## config.mk

```make
export PLATFORM = sky130hd
export DESIGN_NAME = dmem_arbiter_flat
export DESIGN_NICKNAME = d
export VERILOG_FILES = /design/src/rtl/dmem_arbiter_pkg.sv /design/src/rtl/dmem_arbiter_if.sv /design/src/rtl/dmem_arbiter_rr_arbiter_2.sv /design/src/rtl/dmem_arbiter.sv /design/src/flat_wrapper.sv
export SDC_FILE = /design/constraint.sdc
export NUM_CORES = 1
export LEC_CHECK = 0
export ABC_AREA = 1
export CAP_MARGIN = 20
export CORE_AREA = 3 3 206 208
export DETAILED_ROUTE_END_ITERATION = 8
export DIE_AREA = 0 0 209 211
export DONT_BUFFER_PORTS = 1
export SYNTH_ARGS = -nofsm -noshare
export SYNTH_HDL_FRONTEND = slang
export SYNTH_SLANG_ARGS = --single-unit
```

## constraint.sdc

```tcl
create_clock -name clk -period 14.9 [get_ports clk]
set_input_delay 2.98 -clock clk [delete_from_list [all_inputs] [get_ports clk]]
set_output_delay 2.98 -clock clk [all_outputs]
set_load 0.03 [all_outputs]
```

## src/rtl/dmem_arbiter_pkg.sv

```systemverilog
// Shared types and constants for the two-port data memory arbiter.
// FSM states, bit_width encodings and the alignment helper live here.
package dmem_arb_pkg;

  localparam int XLEN      = 64;
  localparam int NUM_PORTS = 2;

  localparam logic [1:0] BW_BYTE  = 2'b00;
  localparam logic [1:0] BW_HALF  = 2'b01;
  localparam logic [1:0] BW_WORD  = 2'b10;
  localparam logic [1:0] BW_DWORD = 2'b11;

  typedef enum logic [1:0] {
    IDLE   = 2'b00,
    ACCESS = 2'b01,
    RESP   = 2'b10
  } state_e;

  // Only the low three address bits can make an access misaligned.
  function automatic logic is_misaligned(input logic [2:0] addr_lo, input logic [1:0] bw);
    case (bw)
      BW_BYTE: return 1'b0;
      BW_HALF: return addr_lo[0];
      BW_WORD: return |addr_lo[1:0];
      default: return |addr_lo[2:0];
    endcase
  endfunction

endpackage

```

## src/rtl/dmem_arbiter_if.sv

```systemverilog
// Requester-side handshakes plus the data_mem_unit control bundle.
// slave = arbiter view, master = requesters/memory view.
interface dmem_arbiter_if;
  import dmem_arb_pkg::*;

  logic [NUM_PORTS-1:0]           req_valid;
  logic [NUM_PORTS-1:0]           req_ready;
  logic [NUM_PORTS-1:0]           req_we;
  logic [NUM_PORTS-1:0][XLEN-1:0] req_addr;
  logic [NUM_PORTS-1:0][XLEN-1:0] req_wdata;
  logic [NUM_PORTS-1:0][1:0]      req_bit_width;
  logic [NUM_PORTS-1:0]           req_sign_extend;

  logic [NUM_PORTS-1:0]           rsp_valid;
  logic [NUM_PORTS-1:0]           rsp_ready;
  logic [XLEN-1:0]                rsp_rdata;
  logic                           rsp_err;

  logic                           mem_en;
  logic                           mem_wea;
  logic [XLEN-1:0]                mem_addr;
  logic [XLEN-1:0]                mem_din;
  logic [1:0]                     mem_bit_width;
  logic                           mem_sign_extend;
  logic [XLEN-1:0]                mem_dout;

  modport slave (
    input  req_valid, req_we, req_addr, req_wdata, req_bit_width, req_sign_extend,
    output req_ready,
    output rsp_valid, rsp_rdata, rsp_err,
    input  rsp_ready,
    output mem_en, mem_wea, mem_addr, mem_din, mem_bit_width, mem_sign_extend,
    input  mem_dout
  );

  modport master (
    output req_valid, req_we, req_addr, req_wdata, req_bit_width, req_sign_extend,
    input  req_ready,
    input  rsp_valid, rsp_rdata, rsp_err,
    output rsp_ready,
    input  mem_en, mem_wea, mem_addr, mem_din, mem_bit_width, mem_sign_extend,
    output mem_dout
  );

endinterface

```

## src/rtl/dmem_arbiter_rr_arbiter_2.sv

```systemverilog
// Combinational two-way round-robin grant; the preferred port wins a tie.
// The pointer register itself is owned by the parent.
module rr_arbiter_2
  import dmem_arb_pkg::*;
(
  input  logic [NUM_PORTS-1:0] req_valid,
  input  logic                 prefer,
  output logic [NUM_PORTS-1:0] grant,
  output logic                 grant_idx
);

  always_comb begin
    grant     = '0;
    grant_idx = 1'b0;
    if (&req_valid) begin
      grant_idx = prefer;
      grant     = prefer ? 2'b10 : 2'b01;
    end else if (req_valid[0]) begin
      grant_idx = 1'b0;
      grant     = 2'b01;
    end else if (req_valid[1]) begin
      grant_idx = 1'b1;
      grant     = 2'b10;
    end
  end

endmodule

```

## src/rtl/dmem_arbiter.sv

```systemverilog
// Two-port arbiter in front of data_mem_unit: one transaction in flight, IDLE->ACCESS->RESP.
// Optional misalignment trapping is enabled with `define DMEM_ARB_ALIGN_CHECK_EN.
module dmem_arbiter
  import dmem_arb_pkg::*;
#(
  parameter int RD_LAT = 1
)(
  input  logic            clk,
  input  logic            rst,
  dmem_arbiter_if.slave   bus
);

  localparam int CNT_W = (RD_LAT > 1) ? $clog2(RD_LAT + 1) : 1;

  state_e               state_q, state_d;
  logic                 owner_q, owner_d;
  logic                 last_q, last_d;
  logic                 we_q, we_d;
  logic                 se_q, se_d;
  logic                 err_q, err_d;
  logic [1:0]           bw_q, bw_d;
  logic [CNT_W-1:0]     cnt_q, cnt_d;
  logic [XLEN-1:0]      addr_q, addr_d;
  logic [XLEN-1:0]      din_q, din_d;
  logic [XLEN-1:0]      rdata_q, rdata_d;

  logic [NUM_PORTS-1:0] grant;
  logic                 grant_idx;
  logic                 prefer;
  logic [NUM_PORTS-1:0] req_ready;
  logic [NUM_PORTS-1:0] rsp_valid;
  logic                 mem_en;
  logic                 mem_wea;

  assign prefer = ~last_q;

  rr_arbiter_2 u_rr (
    .req_valid (bus.req_valid),
    .prefer    (prefer),
    .grant     (grant),
    .grant_idx (grant_idx)
  );

  always_ff @(posedge clk or posedge rst) begin
    if (rst) begin
      state_q <= IDLE;
      owner_q <= 1'b0;
      last_q  <= 1'b1;
      we_q    <= 1'b0;
      se_q    <= 1'b0;
      err_q   <= 1'b0;
      bw_q    <= BW_BYTE;
      cnt_q   <= '0;
      addr_q  <= '0;
      din_q   <= '0;
      rdata_q <= '0;
    end else begin
      state_q <= state_d;
      owner_q <= owner_d;
      last_q  <= last_d;
      we_q    <= we_d;
      se_q    <= se_d;
      err_q   <= err_d;
      bw_q    <= bw_d;
      cnt_q   <= cnt_d;
      addr_q  <= addr_d;
      din_q   <= din_d;
      rdata_q <= rdata_d;
    end
  end

  // Memory controls stay frozen in the _q regs for all of ACCESS because the
  // memory's output rotation/extension is combinational on them.
  always_comb begin
    state_d   = state_q;
    owner_d   = owner_q;
    last_d    = last_q;
    we_d      = we_q;
    se_d      = se_q;
    err_d     = err_q;
    bw_d      = bw_q;
    cnt_d     = cnt_q;
    addr_d    = addr_q;
    din_d     = din_q;
    rdata_d   = rdata_q;
    req_ready = '0;
    rsp_valid = '0;
    mem_en    = 1'b0;
    mem_wea   = 1'b0;

    unique case (state_q)
      IDLE: begin
        req_ready = grant;
        if (|grant) begin
          owner_d = grant_idx;
          last_d  = grant_idx;
          we_d    = bus.req_we[grant_idx];
          addr_d  = bus.req_addr[grant_idx];
          din_d   = bus.req_wdata[grant_idx];
          bw_d    = bus.req_bit_width[grant_idx];
          se_d    = bus.req_sign_extend[grant_idx];
          rdata_d = '0;
          err_d   = 1'b0;
          cnt_d   = bus.req_we[grant_idx] ? '0 : CNT_W'(RD_LAT);
          state_d = ACCESS;
`ifdef DMEM_ARB_ALIGN_CHECK_EN
          if (is_misaligned(bus.req_addr[grant_idx][2:0], bus.req_bit_width[grant_idx])) begin
            err_d   = 1'b1;
            state_d = RESP;
          end
`endif
        end
      end
      ACCESS: begin
        mem_en  = 1'b1;
        mem_wea = we_q;
        if (cnt_q == '0) begin
          state_d = RESP;
          if (!we_q) rdata_d = bus.mem_dout;
        end else begin
          cnt_d = cnt_q - CNT_W'(1);
        end
      end
      RESP: begin
        rsp_valid[owner_q] = 1'b1;
        if (bus.rsp_ready[owner_q]) state_d = IDLE;
      end
      default: state_d = IDLE;
    endcase
  end

  assign bus.req_ready       = req_ready;
  assign bus.rsp_valid       = rsp_valid;
  assign bus.rsp_rdata       = rdata_q;
  assign bus.rsp_err         = err_q;
  assign bus.mem_en          = mem_en;
  assign bus.mem_wea         = mem_wea;
  assign bus.mem_addr        = addr_q;
  assign bus.mem_din         = din_q;
  assign bus.mem_bit_width   = bw_q;
  assign bus.mem_sign_extend = se_q;

endmodule

```

## src/flat_wrapper.sv

```systemverilog
// flat-port wrapper written by rule: the top's interface ports become plain ports
module dmem_arbiter_flat import dmem_arb_pkg::*;
#(
  parameter int RD_LAT = 1
)
  (clk, rst, bus_req_valid, bus_req_we, bus_req_addr, bus_req_wdata, bus_req_bit_width, bus_req_sign_extend, bus_req_ready, bus_rsp_valid, bus_rsp_rdata, bus_rsp_err, bus_rsp_ready, bus_mem_en, bus_mem_wea, bus_mem_addr, bus_mem_din, bus_mem_bit_width, bus_mem_sign_extend, bus_mem_dout);
  dmem_arbiter_if bus_i ();
  input  logic clk;
  input  logic rst;
  input wire logic [$bits(bus_i.req_valid)-1:0] bus_req_valid;
  input wire logic [$bits(bus_i.req_we)-1:0] bus_req_we;
  input wire logic [$bits(bus_i.req_addr)-1:0] bus_req_addr;
  input wire logic [$bits(bus_i.req_wdata)-1:0] bus_req_wdata;
  input wire logic [$bits(bus_i.req_bit_width)-1:0] bus_req_bit_width;
  input wire logic [$bits(bus_i.req_sign_extend)-1:0] bus_req_sign_extend;
  output wire logic [$bits(bus_i.req_ready)-1:0] bus_req_ready;
  output wire logic [$bits(bus_i.rsp_valid)-1:0] bus_rsp_valid;
  output wire logic [$bits(bus_i.rsp_rdata)-1:0] bus_rsp_rdata;
  output wire logic [$bits(bus_i.rsp_err)-1:0] bus_rsp_err;
  input wire logic [$bits(bus_i.rsp_ready)-1:0] bus_rsp_ready;
  output wire logic [$bits(bus_i.mem_en)-1:0] bus_mem_en;
  output wire logic [$bits(bus_i.mem_wea)-1:0] bus_mem_wea;
  output wire logic [$bits(bus_i.mem_addr)-1:0] bus_mem_addr;
  output wire logic [$bits(bus_i.mem_din)-1:0] bus_mem_din;
  output wire logic [$bits(bus_i.mem_bit_width)-1:0] bus_mem_bit_width;
  output wire logic [$bits(bus_i.mem_sign_extend)-1:0] bus_mem_sign_extend;
  input wire logic [$bits(bus_i.mem_dout)-1:0] bus_mem_dout;
  assign bus_i.req_valid = bus_req_valid;
  assign bus_i.req_we = bus_req_we;
  assign bus_i.req_addr = bus_req_addr;
  assign bus_i.req_wdata = bus_req_wdata;
  assign bus_i.req_bit_width = bus_req_bit_width;
  assign bus_i.req_sign_extend = bus_req_sign_extend;
  assign bus_req_ready = bus_i.req_ready;
  assign bus_rsp_valid = bus_i.rsp_valid;
  assign bus_rsp_rdata = bus_i.rsp_rdata;
  assign bus_rsp_err = bus_i.rsp_err;
  assign bus_i.rsp_ready = bus_rsp_ready;
  assign bus_mem_en = bus_i.mem_en;
  assign bus_mem_wea = bus_i.mem_wea;
  assign bus_mem_addr = bus_i.mem_addr;
  assign bus_mem_din = bus_i.mem_din;
  assign bus_mem_bit_width = bus_i.mem_bit_width;
  assign bus_mem_sign_extend = bus_i.mem_sign_extend;
  assign bus_i.mem_dout = bus_mem_dout;
  dmem_arbiter #(.RD_LAT(RD_LAT)) u_core (.clk(clk), .rst(rst), .bus(bus_i));
endmodule
```

==> results.py, run 1 <==
metrics = {
    "run_status": {
        "status": "finished clean",
    },
    "place": {
        "gp_congestion": 0.838,
        "io_buffer_count": 0,
        "placed_cells": 1771,
        "placed_cell_area_sq_mm": 0.0100,
        "dp_hpwl_um": 22300,
    },
    "timing": {
        "fin_skew_ps": 19.4,
        "period_share": 0.447,
        "worst_pin_slew_ps": 1080,
        "rsz0062_at_grt": "no",
        "drv_slew": 0,
        "period_minus_slack_ps": 6670,
        "hold_viol": 0,
        "tns_ps": 0,
        "relSlewSlack": 0.278,
        "setup_viol": 0,
        "fmax_mhz": 150,
    },
    "global_routing": {
        "grt_pass1_wl_um": 46500,
        "grt_max_degree": 137,
        "gr-total-overflow": 0,
        "grt_usage": 0.130,
        "grt_pass1_vias": 8034,
        "antenna_found_initial": 2,
    },
    "synthesis": {
        "synth.area.top_cells": "dfrtp_1 (51%), nand2_1 (31%), nand3_1 (6.8%)",
        "synth_nets": 1661,
        "ys_types": 18,
        "synth.most_common_cell": "nand2_1",
        "yosys_warnings": 0,
        "synth_edf_count": 0,
        "synthCells": 1327,
        "ys_ff_latch": 201,
        "async_flop_share": 1.00,
        "synth_top_cell_area_share": 0.514,
        "seq_area_frac_synth": 0.516,
        "synth-main-ff-cell": "dfrtp_1",
        "synth_top_area_cell": "dfrtp_1",
        "synth_area_per_cell_sq_um": 7.34,
        "synthTopCellsByCount": "nand2_1 (797), dfrtp_1 (200), nand3_1 (133)",
        "synth_area_sq_mm": 0.00974,
    },
    "floorplanning": {
        "start_util": 0.239,
        "die_x_um": 209,
        "fp.dieH_um": 211,
        "rows": 74,
        "core_sq_mm": 0.0407,
        "die_area_sq_mm": 0.0441,
        "num_io_pins": 536,
    },
    "clocking": {
        "cts_buffers": 23,
        "tritoncts": "yes",
        "htreeDepth": 1,
        "cts-resized-gates": 0,
        "clockBufferDepth": 3,
        "clock_latency_ps": 520,
        "path_clk_slew_ps": 60,
        "cts_sinks": 201,
        "hold_buffers": 0,
        "cts_setup_buffers": 0,
        "cts_root_buffer": "clkbuf_16",
    },
    "worst_hold_path": {
        "worstHoldPathType": "flip-flop to flip-flop",
        "hold_start": "u_core.last_q",
        "hold_end": "u_core.last_q",
        "hold_path_depth": 2,
    },
    "worst_setup_path": {
        "regToRegSetupSlack_ps": 12290,
        "max_stage_delay_ps": 270,
        "crit_fanout": 28,
        "r2r-start": "u_core.last_q",
        "crit_required_ps": 11920,
        "rr_endpoint": "u_core.bus.mem_din[17]",
        "rr_worst_depth": 7,
        "path_cells": "nand2_4, nand3_1, inv_1",
        "path_class": "input port to output port",
        "critPathLaunchType": "input port",
        "arrival_ps": 3690,
        "end_kind": "output port",
        "path_depth": 3,
        "crit_family": "simple AND/OR/NAND/NOR gates",
        "path_buf_inv": 1,
        "cp_slowest_cell": "inv_1",
    },
    "layout": {
        "drive_above_1_share": 0.0476,
        "fin_area_sq_mm": 0.0108,
        "area.growth.synth_to_final_pct": 10.7,
        "multiInputGateArea_sq_mm": 0.00419,
        "nets": 1599,
        "seq_area_sq_mm": 0.00503,
        "stdcell_count": 1814,
        "fillers": 4443,
    },
    "route": {
        "drt-total-wl_um": 31000,
        "drtPass1Iterations": 5,
        "wl_per_cell_um": 17.1,
        "drcViolationCount": 0,
        "via_count": 8433,
        "drt-vias-per-instance": 4.65,
        "drt_iter0_drc": 680,
        "ant_nets": 0,
    },
    "pwr": {
        "p_leak_nw": 5.92,
        "pwr_density_cell_mw_per_mm2": 262,
        "peakVddDrop_mv": 0.141,
    },
    "run": {
        "maxCapViolCount": 0,
    },
}
-- logic make-up after synthesis --
logic type             count (synthesis)  share of synthesized area
AND/OR/NAND/NOR                     1007                      0.424
flip-flops                           201                      0.516
buffers and inverters                112                     0.0564
AO/OA/AOI/OAI                          6                    0.00334
other                                  1                   0.000385
-- through the flow --
| step | util | hold slack [ps] | setup WS, ps | total power [mW] |
|---|---|---|---|---|
| 2_1_floorplan | - | 479 | 6440 | 2.06 |
| 3_3_place_gp | 0.246 | 524 | 8290 | 2.25 |
| 3_5_place_dp | 0.246 | 543 | 8250 | 2.28 |
| 4_1_cts | 0.264 | 562 | 8240 | 2.85 |
| 5_1_grt | 0.265 | 568 | 8180 | 3.01 |
| 6_report | 0.265 | 561 | 8230 | 2.82 |
-- flip-flops by register name, summed over array words and instances, names as in the netlist --
register	count
u_core.bus.mem_addr	64
u_core.bus.mem_bit_width	2
u_core.bus.mem_din	64
u_core.bus.mem_sign_extend	1
u_core.bus.rsp_rdata	64
u_core.cnt_q	1
u_core.last_q	1
u_core.owner_q	1
u_core.state_q	2
u_core.we_q	1
-- metal layers --
layer  vias to the layer above  GRT usage  routed length [um]
met5                         -          0                  12
met4                         2     0.0494                1050
met3                        60     0.0389                2990
met2                       449      0.215               14700
met1                      3862      0.162               12200
li1                       4060          -                   -
-- area by class of cell --
class / instances / area share
Inverter: 13 / 0.00522
Sequential cell: 201 / 0.467
Clock inverter: 10 / 0.00963
Clock buffer: 31 / 0.0589
Multi-Input combinational cell: 1014 / 0.388
Timing Repair Buffer: 12 / 0.00951
Tap cell: 532 / 0.0617
Antenna cell: 1 / 0.000232
-- layout by cell type, fill, tap and decap left out, drive strengths merged --
cell type  count
conb           1
nand3        133
nor2          11
diode          1
o21ai          5
buf           12
inv           14
dfrtp        200
nand2        799
nand4         64
a211oi         1
dfstp          1
clkinv         7
bufinv         2
clkbuf        31
-- where the power goes --
part           internal, mW  switching (mW)
Sequential            0.802           0.723
Combinational         0.212           0.526
Clock                 0.333           0.223
Total                  1.35            1.47
-- tightest hold or removal path, cell delays in order, from the launching register on --
cell,delay [ps]
dfstp_2,380
inv_1,60
o21ai_0,100
-- worst max-delay path by stage --
stage	startpoint	endpoint	slack (ps)
6_report	bus_req_valid[0]	bus_req_ready[1]	8230
3_3_place_gp	bus_req_valid[0]	bus_req_ready[1]	8290
3_5_place_dp	bus_req_valid[0]	bus_req_ready[1]	8250
2_1_floorplan	rst	u_core.bus.mem_addr[0]	6440
5_1_grt	bus_req_valid[0]	bus_req_ready[1]	8180
4_1_cts	bus_req_valid[0]	bus_req_ready[1]	8240
(Power assumes the default switching activity.)
==> inputs of run 2 (changes only) <==
ABC_AREA = 0   (was 1)
CORE_AREA = 3 3 208 210   (was 3 3 206 208)
DIE_AREA = 0 0 211 213   (was 0 0 209 211)
clock period = 6.7 ns   (was 14.9 ns; I/O delays follow)
==> results.py, run 2 <==
metrics = {
    "run_status": {
        "status": "finished clean",
    },
    "place": {
        "io_buffer_count": 0,
        "gp_congestion": 0.738,
        "dp_hpwl_um": 19100,
    },
    "worst_setup_path": {
        "critPathLaunchType": "flip-flop",
        "crit_fanout": 7,
        "end_kind": "output port",
        "crit_required_ps": 5360,
        "rr_worst_depth": 4,
        "arrival_ps": 2240,
        "path_class": "flip-flop to output port",
    },
    "clocking": {
        "cts_sinks": 201,
        "clockBufferDepth": 3,
        "cts-resized-gates": 0,
        "cts_buffers": 23,
        "hold_buffers": 0,
        "path_clk_slew_ps": 60,
        "htreeDepth": 1,
        "cts_root_buffer": "clkbuf_16",
        "clock_latency_ps": 520,
        "cts_setup_buffers": 0,
        "tritoncts": "yes",
    },
    "pwr": {
        "p_leak_nw": 4.16,
        "peakVddDrop_mv": 0.294,
        "seq_power_share": 0.569,
        "power.total_mw": 6.02,
        "combinationalPowerShare": 0.225,
        "pwr_density_cell_mw_per_mm2": 600,
        "swShare": 0.500,
        "netSwitchingPower_mw": 3.01,
        "clock_power_share": 0.206,
        "intPower_mw": 3.01,
    },
    "route": {
        "drcViolationCount": 0,
        "drt-vias-per-instance": 4.31,
        "ant_nets": 0,
        "wl_per_cell_um": 17.7,
        "drt_iter0_drc": 353,
        "via_count": 6078,
        "drtPass1Iterations": 4,
        "drt-total-wl_um": 25000,
    },
    "synthesis": {
        "synth.area.mux_share": 0.150,
        "synth_top_cell_area_share": 0.566,
        "synth_nets": 1217,
        "synth_edf_count": 0,
        "ys_ff_latch": 201,
        "synth_xor_area_frac": 0,
        "synth-main-ff-cell": "dfrtp_1",
        "ys_types": 26,
        "seq_area_frac_synth": 0.569,
        "synth_compound_area_frac": 0.119,
        "synth_fa_ha_area_frac": 0,
        "synth.area.top_cells": "dfrtp_1 (57%), mux2i_1 (15%), a21oi_1 (7.6%)",
        "yosys_warnings": 0,
        "synthTopCellsByCount": "dfrtp_1 (200), a21oi_1 (135), mux2i_1 (133), nor2_1 (133), nand2_1 (131)",
        "synth_area_sq_mm": 0.00885,
        "async_flop_share": 1.00,
        "synthCells": 883,
        "synth.most_common_cell": "dfrtp_1",
        "synth_area_per_cell_sq_um": 10.0,
        "synth_top_family_by_area": "multiplexers",
        "synth_top_area_cell": "dfrtp_1",
        "synth-simple-area-share": 0.118,
    },
    "floorplanning": {
        "rows": 75,
        "fp.dieH_um": 213,
        "num_io_pins": 536,
        "die_x_um": 211,
        "core_sq_mm": 0.0418,
        "start_util": 0.212,
        "die_area_sq_mm": 0.0449,
    },
    "timing": {
        "tns_ps": 0,
        "fin_skew_ps": 12.7,
        "relSlewSlack": 0.246,
        "drv_slew": 0,
        "period_minus_slack_ps": 3580,
        "period_share": 0.535,
        "hold_viol": 0,
        "setup_viol": 0,
        "fmax_mhz": 279,
        "worst_pin_slew_ps": 1130,
        "rsz0062_at_grt": "no",
    },
    "run": {
        "maxCapViolCount": 0,
    },
    "layout": {
        "fillers": 4515,
        "seq_area_sq_mm": 0.00503,
        "area.growth.synth_to_final_pct": 13.5,
        "post-route-util": 0.240,
        "final_common_cell": "dfrtp_1",
        "drive_above_1_share": 0.0612,
        "multiInputGateArea_sq_mm": 0.00347,
        "nets": 1183,
        "final_cell_mix": "dfrtp_1 (200), a21oi_1 (135), nor2_1 (133), mux2i_1 (133), nand2_1 (131)",
    },
    "worst_hold_path": {
        "worstHoldPathType": "flip-flop to flip-flop",
        "hold_path_depth": 1,
    },
    "global_routing": {
        "grt_usage": 0.100,
        "gr-total-overflow": 0,
        "antenna_found_initial": 4,
        "grt_max_degree": 261,
        "grt_pass1_wl_um": 35200,
        "grt_pass1_vias": 6002,
    },
}
==> run 2: per-layer routing <==
| layer | GRT usage | part of all wire |
|---|---|---|
| met1 | 0.112 | 0.37 |
| met5 | 0 | 0 |
| met2 | 0.175 | 0.49 |
| met4 | 0.0363 | 0.038 |
| met3 | 0.0389 | 0.10 |
==> run 2: area by class of cell <==
cell class / instances / share of cell area
sequential: 201 / 0.501
multi-input combinational: 613 / 0.346
tap: 539 / 0.0672
clock buffer: 32 / 0.0667
clock inverter: 10 / 0.00860
timing repair buffer: 8 / 0.00848
inverter: 2 / 0.00112
antenna: 4 / 0.000997
==> run 2: final timing paths <==
path,endpoint,startpoint,slack (ps)
max in group asynchronous,u_core.bus.mem_din[15],rst,5060
worst min register to register,u_core.state_q[0],u_core.cnt_q,530
worst min-delay path,u_core.state_q[0],u_core.cnt_q,530
worst max register to register,u_core.bus.mem_addr[52],u_core.state_q[0],4110
min in group asynchronous,u_core.bus.rsp_rdata[5],rst,930
worst max-delay path,bus_req_ready[0],u_core.state_q[0],3120
==> run 2: kinds of logic after synthesis <==
group	after synthesis
multiplexers	133
AND/OR/NAND/NOR	272
AO/OA/AOI/OAI	207
buffers and inverters	69
flip-flops	201
other	1
==> run 2: per-stage QoR <==
| stage | instances | instance area, sq um | hold WS (ps) | setup slack, ps |
|---|---|---|---|---|
| 6_report | 1409 | 10000 | 525 | 3120 |
| 3_5_place_dp | 1363 | 9270 | 511 | 3380 |
| 3_3_place_gp | 1363 | 9270 | 511 | 3400 |
| 5_1_grt | 1409 | 10000 | 555 | 2960 |
| 4_1_cts | 1405 | 10000 | 526 | 3040 |
| 2_1_floorplan | 883 | 8850 | 472 | 2760 |
==> run 2: worst max-delay path, cell delays in order (launching register included) <==
cell     delay (ps)
dfrtp_1         460
nor2_1          530
nand2_1         120
a21oi_1         610
==> run 2: power by group through the flow <==
stage	Sequential (mW)	Combinational [mW]	Clock (mW)
3_5_place_dp	3.45	1.40	0
3_3_place_gp	3.45	1.33	0
2_1_floorplan	3.24	1.21	0
4_1_cts	3.44	1.38	1.29
6_report	3.42	1.35	1.24
5_1_grt	3.50	1.58	1.34
==> inputs of run 3 (changes only) <==
clock period = 3.4 ns   (was 6.7 ns; I/O delays follow)
==> results.py, run 3 (synthesized netlist as in run 2, its figures left out) <==
metrics = {
    "timing": {
        "period_minus_slack_ps": 2790,
        "fmax_mhz": 359,
        "worst_pin_slew_ps": 862,
        "setup_ws_ps": 613,
        "period_share": 0.820,
        "hold_viol": 0,
        "tns_ps": 0,
        "relSlewSlack": 0.426,
        "setup_viol": 0,
        "fin_skew_ps": 28.6,
        "holdWs_ps": 220,
        "drv_slew": 0,
        "rsz0062_at_grt": "no",
    },
    "clocking": {
        "htreeDepth": 1,
        "clockBufferDepth": 3,
        "cts_root_buffer": "clkbuf_16",
        "cts_buffers": 25,
        "clock_latency_ps": 530,
        "cts_sinks": 201,
        "cts-resized-gates": 0,
        "tritoncts": "yes",
        "path_clk_slew_ps": 60,
    },
    "floorplanning": {
        "die_area_sq_mm": 0.0449,
        "start_util": 0.212,
        "rows": 75,
        "fp.dieH_um": 213,
        "num_io_pins": 536,
        "core_sq_mm": 0.0418,
        "die_x_um": 211,
    },
    "layout": {
        "area.growth.synth_to_final_pct": 15.4,
        "final_cell_mix": "dfrtp_1 (200), a21oi_1 (135), nor2_1 (133), mux2i_1 (133), nand2_1 (131)",
        "post-route-util": 0.244,
        "stdcell_count": 1416,
        "final_common_cell": "dfrtp_1",
        "drive_above_1_share": 0.0654,
        "fin_area_sq_mm": 0.0102,
        "nets": 1189,
    },
    "run": {
        "maxCapViolCount": 0,
    },
    "route": {
        "drt-vias-per-instance": 4.34,
        "drt-total-wl_um": 25800,
        "drcViolationCount": 0,
        "drtPass1Iterations": 4,
        "wl_per_cell_um": 18.2,
        "via_count": 6143,
        "ant_nets": 0,
        "drt_iter0_drc": 348,
    },
    "worst_setup_path": {
        "crit_fanout": 6,
        "arrival_ps": 2110,
        "crit_required_ps": 2720,
        "critPathLaunchType": "flip-flop",
        "end_kind": "output port",
        "path_class": "flip-flop to output port",
        "regToRegSetupSlack_ps": 1250,
    },
    "pwr": {
        "pwr_density_cell_mw_per_mm2": 1190,
        "peakVddDrop_mv": 0.446,
        "power.total_mw": 12.2,
        "p_leak_nw": 4.22,
    },
    "run_status": {
        "status": "finished clean",
    },
    "global_routing": {
        "grt_pass1_vias": 6175,
        "grt_pass1_wl_um": 36300,
        "antenna_found_initial": 6,
        "grt_usage": 0.104,
        "grt_max_degree": 120,
        "gr-total-overflow": 0,
    },
    "place": {
        "dp_hpwl_um": 19800,
        "io_buffer_count": 0,
        "placed_cell_area_sq_mm": 0.00934,
        "pre_cts_slack_ps": 1180,
        "placed_cells": 1366,
        "gp_congestion": 0.734,
    },
    "worst_hold_path": {
        "worstHoldPathType": "input port to flip-flop",
    },
}
## run 3: changes by cell type in the layout (fill, tap and decap cells not counted), sizes merged
cell,change
clkinv,-5
dlygate4sd3,+1
clkbuf,+3
bufinv,+1
buf,+3
clkinvlp,+2
diode,+2
## run 3: what timing repair did
action | in CTS | in global routing
hold endpoints to repair | 2 | 0
hold buffers | 1 | 0
buffers inserted | 0 | 0
endpoints found under the setup margin | 0 | 0
## run 3: worst paths after layout
kind,start,end,depth (start not counted)
setup / recovery,u_core.state_q[1],bus_req_ready[0],3
hold / removal,bus_req_valid[0],u_core.last_q,1
setup reg to reg,u_core.state_q[1],u_core.bus.mem_din[0],5
hold reg to reg,u_core.we_q,u_core.we_q,1
max in group asynchronous,rst,u_core.bus.rsp_rdata[52],3
min in group asynchronous,rst,u_core.bus.rsp_rdata[9],2
## run 3: layer usage
layer / share of wire / GRT usage / vias to the layer above
met5: 0 / 0 / -
met4: 0.041 / 0.0510 / 0
met3: 0.10 / 0.0357 / 46
met2: 0.49 / 0.177 / 339
met1: 0.37 / 0.116 / 2825
li1: - / - / 2933
## run 3: where the power goes
group	internal (mW)	leakage [nW]	switching (mW)
Sequential	3.53	2.37	3.21
Combinational	0.992	1.44	1.76
Clock	1.65	0.408	1.03
## run 3: worst max-delay path, stage by stage (launching register included)
cell	delay, ps
dfrtp_1	460
nor2_1	360
nand2_1	90
a21oi_1	660
## run 3: cell type report
type | instances | area (sq um)
fillers | 4461 | 31600
flip-flops and latches | 201 | 5030
multi-input cells | 613 | 3470
clock buffers | 35 | 733
well taps | 539 | 674
repair buffers | 12 | 168
clock inverters | 8 | 106
diodes | 6 | 15.0
inverters | 2 | 11.3
